[src/rtl/vqe_link_pkg.sv]
// Shared definitions for both ends of the byte-serial result link.
package vqe_link_pkg;

    typedef enum logic [2:0] {
        IDLE,
        WAIT_SRC,
        REQ,
        RECV,
        DONE
    } link_state_t;

    localparam int unsigned N_DEF       = 16;
    localparam int unsigned N_WORDS_DEF = 48;
    localparam int unsigned LAT_DEF     = 2;

    function automatic logic even_parity(input logic [7:0] b);
        return ^b;
    endfunction

endpackage

[src/rtl/link_word_assembler.sv]
// Captures link bytes, checks even parity and packs them MSB-first into words;
// raises a write strobe together with the completed word on its last byte.
module link_word_assembler
    import vqe_link_pkg::*;
#(
    parameter int unsigned N = N_DEF
) (
    input  logic         i_clock,
    input  logic         i_reset_n,
    input  logic         capture,
    input  logic         last_byte,
    input  logic [7:0]   data_in,
    input  logic         parity_in,
    output logic         parity_bad,
    output logic         wr_en,
    output logic [N-1:0] wr_word
);

    logic [N-9:0] hold_q;
    logic [N-1:0] word_next;

    // Earlier bytes of the word sit in hold_q; the byte on the link completes it.
    assign word_next  = {hold_q, data_in};
    assign wr_word    = word_next;
    assign wr_en      = capture & last_byte;
    assign parity_bad = capture & (parity_in != even_parity(data_in));

    always_ff @(posedge i_clock or negedge i_reset_n) begin
        if (!i_reset_n) begin
            hold_q <= '0;
        end else if (capture) begin
            hold_q <= word_next[N-9:0];
        end
    end

endmodule

[src/rtl/psi_listener.sv]
// Receiving end of the solver result link: request/handshake FSM, frame
// counters, local word array and a registered read port.
//
// state    | meaning
// ---------+-------------------------------------------------------------
// IDLE     | no frame in progress (after reset or abort)
// WAIT_SRC | frame requested locally, waiting for source_flag
// REQ      | listener_flag high, waiting for the link latency to elapse
// RECV     | one byte captured per cycle
// DONE     | full frame received, results held until the next i_start
module psi_listener
    import vqe_link_pkg::*;
#(
    parameter int unsigned N       = N_DEF,
    parameter int unsigned N_WORDS = N_WORDS_DEF,
    parameter int unsigned LAT     = LAT_DEF
) (
    input  logic         i_clock,
    input  logic         i_reset_n,
    input  logic         i_start,
    input  logic         source_flag,
    input  logic [7:0]   data_in,
    input  logic         parity_in,
    output logic         listener_flag,
    output logic         busy,
    output logic         done,
    output logic         err_parity,
    output logic         err_abort,
    output logic [6:0]   parity_err_count,
    output logic [5:0]   word_count,
    input  logic [5:0]   rd_addr,
    output logic [N-1:0] rd_data
);

    localparam int unsigned BYTES_PER_WORD = N / 8;
    localparam int unsigned TOTAL_BYTES    = N_WORDS * BYTES_PER_WORD;
    localparam logic [6:0]  LAST_BYTE      = 7'(TOTAL_BYTES - 1);
    localparam logic [3:0]  REQ_LOAD       = 4'(LAT - 2);

    link_state_t state_q, state_d;

    logic         capture;
    logic         clear_frame;
    logic         set_abort;
    logic         last_of_word;
    logic         parity_bad;
    logic         wr_en;
    logic [N-1:0] wr_word;
    logic [6:0]   byte_cnt_q;
    logic [3:0]   req_cnt_q;
    logic [N-1:0] mem_q [N_WORDS];

    always_comb begin
        state_d     = state_q;
        capture     = 1'b0;
        clear_frame = 1'b0;
        set_abort   = 1'b0;
        case (state_q)
            IDLE, DONE: begin
                if (i_start) begin
                    state_d     = WAIT_SRC;
                    clear_frame = 1'b1;
                end
            end
            WAIT_SRC: begin
                if (source_flag) state_d = REQ;
            end
            REQ: begin
                if (!source_flag) begin
                    state_d   = IDLE;
                    set_abort = 1'b1;
                end else if (req_cnt_q == '0) begin
                    state_d = RECV;
                end
            end
            RECV: begin
                // A dropped source_flag wins over the byte on the link that cycle.
                if (!source_flag) begin
                    state_d   = IDLE;
                    set_abort = 1'b1;
                end else begin
                    capture = 1'b1;
                    if (byte_cnt_q == LAST_BYTE) state_d = DONE;
                end
            end
            default: state_d = IDLE;
        endcase
    end

    always_ff @(posedge i_clock or negedge i_reset_n) begin
        if (!i_reset_n) begin
            state_q       <= IDLE;
            listener_flag <= 1'b0;
            req_cnt_q     <= '0;
        end else begin
            state_q       <= state_d;
            listener_flag <= (state_d == REQ) || (state_d == RECV);
            if (state_q == WAIT_SRC) begin
                req_cnt_q <= REQ_LOAD;
            end else if (state_q == REQ && req_cnt_q != '0) begin
                req_cnt_q <= req_cnt_q - 4'd1;
            end
        end
    end

    assign busy = (state_q == WAIT_SRC) || (state_q == REQ) || (state_q == RECV);
    assign done = (state_q == DONE);

    assign last_of_word = (32'(byte_cnt_q) % BYTES_PER_WORD) == (BYTES_PER_WORD - 1);

    link_word_assembler #(
        .N (N)
    ) u_assembler (
        .i_clock    (i_clock),
        .i_reset_n  (i_reset_n),
        .capture    (capture),
        .last_byte  (last_of_word),
        .data_in    (data_in),
        .parity_in  (parity_in),
        .parity_bad (parity_bad),
        .wr_en      (wr_en),
        .wr_word    (wr_word)
    );

    always_ff @(posedge i_clock or negedge i_reset_n) begin
        if (!i_reset_n) begin
            byte_cnt_q       <= '0;
            word_count       <= '0;
            parity_err_count <= '0;
            err_parity       <= 1'b0;
            err_abort        <= 1'b0;
        end else begin
            if (clear_frame) begin
                byte_cnt_q       <= '0;
                word_count       <= '0;
                parity_err_count <= '0;
                err_parity       <= 1'b0;
                err_abort        <= 1'b0;
            end
            if (capture) begin
                byte_cnt_q <= byte_cnt_q + 7'd1;
            end
            if (parity_bad) begin
                parity_err_count <= parity_err_count + 7'd1;
                err_parity       <= 1'b1;
            end
            if (wr_en) begin
                word_count <= word_count + 6'd1;
            end
            if (set_abort) begin
                err_abort <= 1'b1;
            end
        end
    end

    // Words from an aborted frame stay in place; only reset clears the array.
    always_ff @(posedge i_clock or negedge i_reset_n) begin
        if (!i_reset_n) begin
            for (int i = 0; i < int'(N_WORDS); i++) mem_q[i] <= '0;
            rd_data <= '0;
        end else begin
            if (wr_en) begin
                mem_q[word_count] <= wr_word;
            end
            if (rd_addr < 6'(N_WORDS)) begin
                rd_data <= mem_q[rd_addr];
            end else begin
                rd_data <= '0;
            end
        end
    end

endmodule

[config.mk]
export PLATFORM = sky130hd
export DESIGN_NAME = psi_listener
export DESIGN_NICKNAME = d
export VERILOG_FILES = /design/src/rtl/vqe_link_pkg.sv /design/src/rtl/link_word_assembler.sv /design/src/rtl/psi_listener.sv
export SDC_FILE = /design/constraint.sdc
export NUM_CORES = 1
export LEC_CHECK = 0
export ABC_AREA = 0
export CAP_MARGIN = 30
export CORE_UTILIZATION = 45
export CTS_CLUSTER_DIAMETER = 40
export CTS_CLUSTER_SIZE = 28
export DETAILED_ROUTE_END_ITERATION = 7
export SETUP_SLACK_MARGIN = 0.05
export SLEW_MARGIN = 20
export SYNTH_ARGS = -nofsm -noshare
export SYNTH_HDL_FRONTEND = slang
export SYNTH_SLANG_ARGS = --single-unit
[constraint.sdc]
create_clock -name i_clock -period 3.4 [get_ports i_clock]
set_clock_uncertainty 0.15 [all_clocks]
set_input_delay 0.51 -clock i_clock [delete_from_list [all_inputs] [get_ports i_clock]]
set_output_delay 0.51 -clock i_clock [all_outputs]
set_load 0.005 [all_outputs]
# Word level (Yosys, flattened, before mapping)
# Cells that the tools add are included.
# word_totals
regBits,822
in_bits,19
out_inout_bits,34
# op_classes
addsub,4
n_bitwise,4
magnitude_cmp,4
mux,30
n_reduce_logical,16
eq_ne,8
# op_table
op,count
$bwmux 768,1
$bmux 16 s6,1
$demux 16 s6,1
$mux 16,4
$mux 7,3
$mux 3,6
$add 7x1->7 const B,2
$ge 7x7->1 const B,2
$not 6->7,2
$eq 3x2->1 const B,4
$mux 6,2
$pmux 3 s4,1
$reduce_bool 2->1,5
$mux 1,9
$mux 4,2
$reduce_xor 8->1,1
$eq 7x7->1 const B,1
$lt 7x1->1 const B,1
$add 6x1->6 const B,1
$lt 6x6->1 const B,1
$logic_not 4->1,1
$reduce_bool 4->1,1
$reduce_or 2->1,2
$sub 4x1->4 const B,1
other kinds (7),11

# Depth between registers and ports, before layout
# logic_depth
ltp_word,6
mapped_depth,10
ltp_nobuf,7

# Hierarchy
# A second synthesis with hierarchy kept.
# hier_totals
hier_cells,2495
hier_area_um2,37569.8
# by_module_without_submodules
mod,n_inst,area_each_um2,cells_each
psi_listener,1,37116.8,2461
link_word_assembler,1,452.9,34

# Worst setup path before layout
# No wires, ideal clock.
# synth_timing
path_kind,input -> register
from,input rd_addr[0]
to,register rd_data[15]
stages,6
setup_time_ps,132
arrival_time_ps,2294
path_buffers,2
slack_ps,824
path_cell_list,buf_2 -> buf_1 -> mux4_2 -> mux4_2 -> inv_1 -> o22ai_1
# synth_between
elab_chain_len,5
# synth_lines
element,line_no,source
from (decl),psi_listener.sv:31,"input logic [5:0] rd_addr,"
$not 6->7 (implied by the code),psi_listener.sv:166,rd_data <= mem_q[rd_addr];
$bmux 16 s6,psi_listener.sv:166,
$mux 16 (implied by the code) (2 in series),psi_listener.sv:166,
$mux 16 (*),psi_listener.sv:165,if (rd_addr < 6'(N_WORDS)) begin
to (signal assigned),psi_listener.sv:166,
to (decl),psi_listener.sv:32,output logic [N-1:0] rd_data
# Mark *: on every way between the ends. The rest lies on a longest branch, timed or not. The select of a mux whose other input is x is not followed.
# A chain may end at the register's enable or synchronous reset.

# Worst setup path in the final report
# layout_timing
from,register state_q[2]
to,register mem_q[219] (netlist name)
# layout_between
elab_chain_len,3
# layout_lines
element,line_no,source
from (decl),psi_listener.sv:40,"link_state_t state_q, state_d;"
from (signal assigned),psi_listener.sv:96,state_q <= state_d;
$eq 3x2->1,psi_listener.sv:58,case (state_q)
$mux 1,psi_listener.sv:58,
$and 1x1->1,link_word_assembler.sv:25,assign wr_en = capture & last_byte;
"to (signal, indexed assignment)",psi_listener.sv:163,mem_q[word_count] <= wr_word;
to (decl),psi_listener.sv:51,logic [N-1:0] mem_q [N_WORDS];
# Every way passes these cells.

==> metrics.json <==
{
  "grt_antenna_before_repair": {"value": 2},
  "critical_path.endpoint_type": {"value": "register"},
  "cts_sinks": {"value": 822},
  "dp.cells": {"value": 3546},
  "die_h": {"value": 291, "unit": "um"},
  "tritoncts_clock_tree": {"value": "done"},
  "synth_top_cells_by_area": {"value": "sky130_fd_sc_hd__dfrtp_1 (55%), sky130_fd_sc_hd__mux2_2 (23%), sky130_fd_sc_hd__mux4_2 (9.6%), sky130_fd_sc_hd__mux2i_1 (3.1%), sky130_fd_sc_hd__clkbuf_1 (1.4%)"},
  "timing.critical_path.fanout_max": {"value": 16},
  "via_count_of_the_first_global_routing_pass": {"value": 24048},
  "max-clock-path-buffers": {"value": 3},
  "worstPathRequired": {"value": 3.84, "unit": "ns"},
  "mappedNetlistNets": {"value": 2534},
  "grt-ovfl-total": {"value": 0},
  "syn_area_per_cell": {"value": 15.0, "unit": "um2"},
  "grt_use_total": {"value": 0.238},
  "synth_compound_area_frac": {"value": 0.0219},
  "timing.setup.critical_path_class": {"value": "reg -> reg"},
  "area_growth_syn_to_layout": {"value": 19.3, "unit": "%"},
  "synthesis.area": {"value": 37700, "unit": "um2"},
  "synthesis.instances": {"value": 2510},
  "numCtsBuffers": {"value": 131},
  "die-width": {"value": 291, "unit": "um"},
  "synth.yosys.warnings": {"value": 0},
  "final_ant_viol_nets": {"value": 0},
  "fill_cells": {"value": 6662},
  "gp_routability_congestion": {"value": 0.794},
  "top_signal_layer_used": {"value": "met4"},
  "fmax": {"value": 367, "unit": "MHz"},
  "largest_net_degree_at_the_start_of_global_routing": {"value": 100},
  "yosys.area_share.adder": {"value": 0.00166},
  "count_of_vias_placed_by_the_detailed_router": {"value": 22090},
  "synth.largest_area_cell": {"value": "sky130_fd_sc_hd__dfrtp_1"},
  "power_density": {"value": 598, "unit": "nW/um2"},
  "m1WireLength": {"value": 43900, "unit": "um"},
  "synth_top_area_share": {"value": 0.546},
  "synth_mux_area_frac": {"value": 0.362},
  "layout.core_utilization": {"value": 0.545},
  "top_level_ports": {"value": 53},
  "finalNonFillerCells": {"value": 3791},
  "period_minus_slack": {"value": 2.73, "unit": "ns"},
  "ys_ff_latch": {"value": 822},
  "rows": {"value": 105},
  "slew_at_the_pin_with_the_worst_max_slew_slack": {"value": 0.709, "unit": "ns"},
  "dr.pass1.iters": {"value": 7},
  "leakage": {"value": 21.7, "unit": "nW"},
  "port_buffers": {"value": 52},
  "layout.nets": {"value": 2635},
  "route.met2.wl": {"value": 47500, "unit": "um"},
  "grt_pass1_wl": {"value": 151000, "unit": "um"},
  "synth_simple_gate_area_share": {"value": 0.0359},
  "slew_headroom": {"value": 0.528},
  "dp.final_hpwl": {"value": 60600, "unit": "um"},
  "synth_top_family_by_area": {"value": "multiplexers"},
  "synth_seq_area_share": {"value": 0.546},
  "timing.critical_path.arrival": {"value": 3.16, "unit": "ns"},
  "synthesized_area_fraction_occupied_by_xor_and_xnor_cells": {"value": 0.00329},
  "wirelength": {"value": 97800, "unit": "um"},
  "initial_util": {"value": 0.457},
  "layout-drive-gt1-share": {"value": 0.514},
  "floorplan.die_area": {"value": 84900, "unit": "um2"},
  "htree_num_levels": {"value": 4},
  "fin_area": {"value": 45000, "unit": "um2"},
  "run_status": {"value": "completed"},
  "final-max-slew-violation-count": {"value": 0},
  "met3RoutedLength": {"value": 3890, "unit": "um"},
  "via_per_inst": {"value": 5.83},
  "grt_setup_unrepaired": {"value": "false"},
  "timing.final.crit_share": {"value": 0.802},
  "max-cap-violations": {"value": 0},
  "min-delay-path-class": {"value": "in -> async"},
  "timing.final.hold_violations": {"value": 0},
  "placed_cell_area": {"value": 40200, "unit": "um2"},
  "cts_setup_buffers": {"value": 0},
  "clk-insertion-delay-late": {"value": 0.72, "unit": "ns"},
  "routed_wire_length_per_instance": {"value": 25.8, "unit": "um"},
  "setup_viol_count_final": {"value": 0},
  "peakVddDrop": {"value": 493, "unit": "uV"},
  "drt_iter0_drc": {"value": 1408},
  "core_footprint": {"value": 82500, "unit": "um2"},
  "hold-worst-slack": {"value": 0.150, "unit": "ns"},
  "setup_total_negative_slack": {"value": 0, "unit": "ns"},
  "worst_setup_path_start_kind": {"value": "register"},
  "ctsRootBufferMaster": {"value": "sky130_fd_sc_hd__clkbuf_16"},
  "distinct_cells_synth": {"value": 55},
  "clk_pin_slew_worst_paths": {"value": 0.06, "unit": "ns"},
  "drcViolationCount": {"value": 0}
}
## metrics by stage
stage	worst slack [ns]	power (mW)
floorplan	0.824	11.4
global placement	0.187	12.5
detailed placement	0.169	12.8
CTS	0.617	27.1
global route	0.519	27.8
finish	0.672	26.9
## layer usage
layer,global-route usage,vias to the layer above
met5,0,-
met4,0.0795,0
met3,0.0396,172
met2,0.384,442
met1,0.327,11990
li1,-,9486
## cells in the final DEF, fill, tap and decap left out, types with 4 or more instances in the layout
| master | n |
|---|---|
| sky130_fd_sc_hd__clkinv_4 | 10 |
| sky130_fd_sc_hd__nor2_2 | 24 |
| sky130_fd_sc_hd__ha_1 | 5 |
| sky130_fd_sc_hd__inv_6 | 16 |
| sky130_fd_sc_hd__clkdlybuf4s50_1 | 39 |
| sky130_fd_sc_hd__dfrtp_1 | 815 |
| sky130_fd_sc_hd__a21oi_1 | 36 |
| sky130_fd_sc_hd__bufinv_16 | 22 |
| sky130_fd_sc_hd__mux2i_1 | 118 |
| sky130_fd_sc_hd__dfrtp_2 | 7 |
| sky130_fd_sc_hd__inv_1 | 21 |
| sky130_fd_sc_hd__buf_12 | 51 |
| sky130_fd_sc_hd__nand2_2 | 5 |
| sky130_fd_sc_hd__nor2_1 | 35 |
| sky130_fd_sc_hd__clkbuf_8 | 15 |
| sky130_fd_sc_hd__nand2_1 | 84 |
| sky130_fd_sc_hd__nand4_1 | 21 |
| sky130_fd_sc_hd__clkinv_8 | 4 |
| sky130_fd_sc_hd__nand3_1 | 13 |
| sky130_fd_sc_hd__a221oi_1 | 16 |
| sky130_fd_sc_hd__mux4_2 | 160 |
| sky130_fd_sc_hd__and4b_1 | 4 |
| sky130_fd_sc_hd__clkbuf_1 | 8 |
| sky130_fd_sc_hd__buf_2 | 9 |
| sky130_fd_sc_hd__mux2_2 | 786 |
| sky130_fd_sc_hd__nor2_4 | 9 |
| sky130_fd_sc_hd__buf_4 | 92 |
| sky130_fd_sc_hd__xnor2_1 | 8 |
| sky130_fd_sc_hd__clkinvlp_4 | 12 |
| sky130_fd_sc_hd__a22oi_1 | 16 |
| sky130_fd_sc_hd__o311a_1 | 16 |
| sky130_fd_sc_hd__clkbuf_16 | 135 |
| sky130_fd_sc_hd__o22ai_1 | 16 |
| sky130_fd_sc_hd__nor2b_1 | 4 |
| sky130_fd_sc_hd__clkinv_2 | 17 |
| sky130_fd_sc_hd__o21ai_0 | 15 |
## final cells by class
type	instances	area, um2	area share
Multi-Input combinational cell	1440	16000	0.356
Clock buffer	158	3610	0.0804
Inverter	21	78.8	0.00175
Tap cell	1070	1340	0.0298
Timing Repair Buffer	195	2200	0.0489
Clock inverter	82	1150	0.0255
Antenna cell	3	7.51	0.000167
Sequential cell	822	20600	0.458
## worst paths after layout
check | cells past startpoint | from | end | slack (ns)
max in group asynchronous | 4 | i_reset_n | mem_q[323] | 1.82
hold reg to reg | 1 | byte_cnt_q[4] | byte_cnt_q[4] | 0.34
min in group i_clock | 4 | data_in[5] | u_assembler.hold_q[5] | 0.29
setup reg to reg | 6 | state_q[2] | mem_q[219] | 0.67
hold / removal | 2 | i_reset_n | mem_q[752] | 0.15
setup / recovery | 6 | state_q[2] | mem_q[219] | 0.67
## cell usage after synthesis (all sizes together)
master	number
a21o	1
a21oi	36
a221oi	16
a22oi	16
a31oi	3
and2	5
and3	2
and4b	4
buf	86
clkbuf	141
dfrtp	822
ha	5
inv	21
mux2	786
mux2i	118
mux4	160
nand2	89
nand2b	3
nand3	14
nand3b	2
nand4	22
nand4b	3
nor2	71
nor2b	5
nor3	3
nor3b	3
nor4	1
nor4b	1
o211ai	1
o21ai	15
o221ai	1
o22ai	16
o311a	16
o31ai	1
or2	2
or3	3
or3b	3
or4	1
or4b	1
xnor2	8
xnor3	2
xor2	1
## sequential cells by signal (all words and copies together) (netlist names)
signal and cells:
byte_cnt_q 7, err_abort 1, err_parity 1, listener_flag 1, mem_q 768, parity_err_count 7, rd_data 16, req_cnt_q 4
state_q 3, u_assembler.hold_q 8, word_count 6
## report_power, final
| part | leakage (nW) | switching (mW) | internal, mW |
|---|---|---|---|
| clock | 2.31 | 4.93 | 9.33 |
| combinational | 7.92 | 1.46 | 0.719 |
| sequential | 11.4 | 0.464 | 9.98 |
## cell families after synthesis
kind of cell,Yosys count
compound gates,122
xor+xnor,11
fa+ha+maj,5
buf+inv,248
flops,822
mux,1064
simple gates,238
## timing repair
item                       in CTS  in global routing
gates resized for setup         0                  0
hold endpoints to repair      132                  0
setup endpoints to repair       0                  0
hold buffers                    1                  0
## critical path, stage by stage, from the launching register on
cell and delay, ns:
sky130_fd_sc_hd__dfrtp_1 0.48, sky130_fd_sc_hd__and4b_1 0.37, sky130_fd_sc_hd__nand2_2 0.15, sky130_fd_sc_hd__buf_4 0.19
sky130_fd_sc_hd__nor4b_4 0.45, sky130_fd_sc_hd__nand2_2 0.41, sky130_fd_sc_hd__mux2_2 0.39
(Power assumes the default switching activity.)
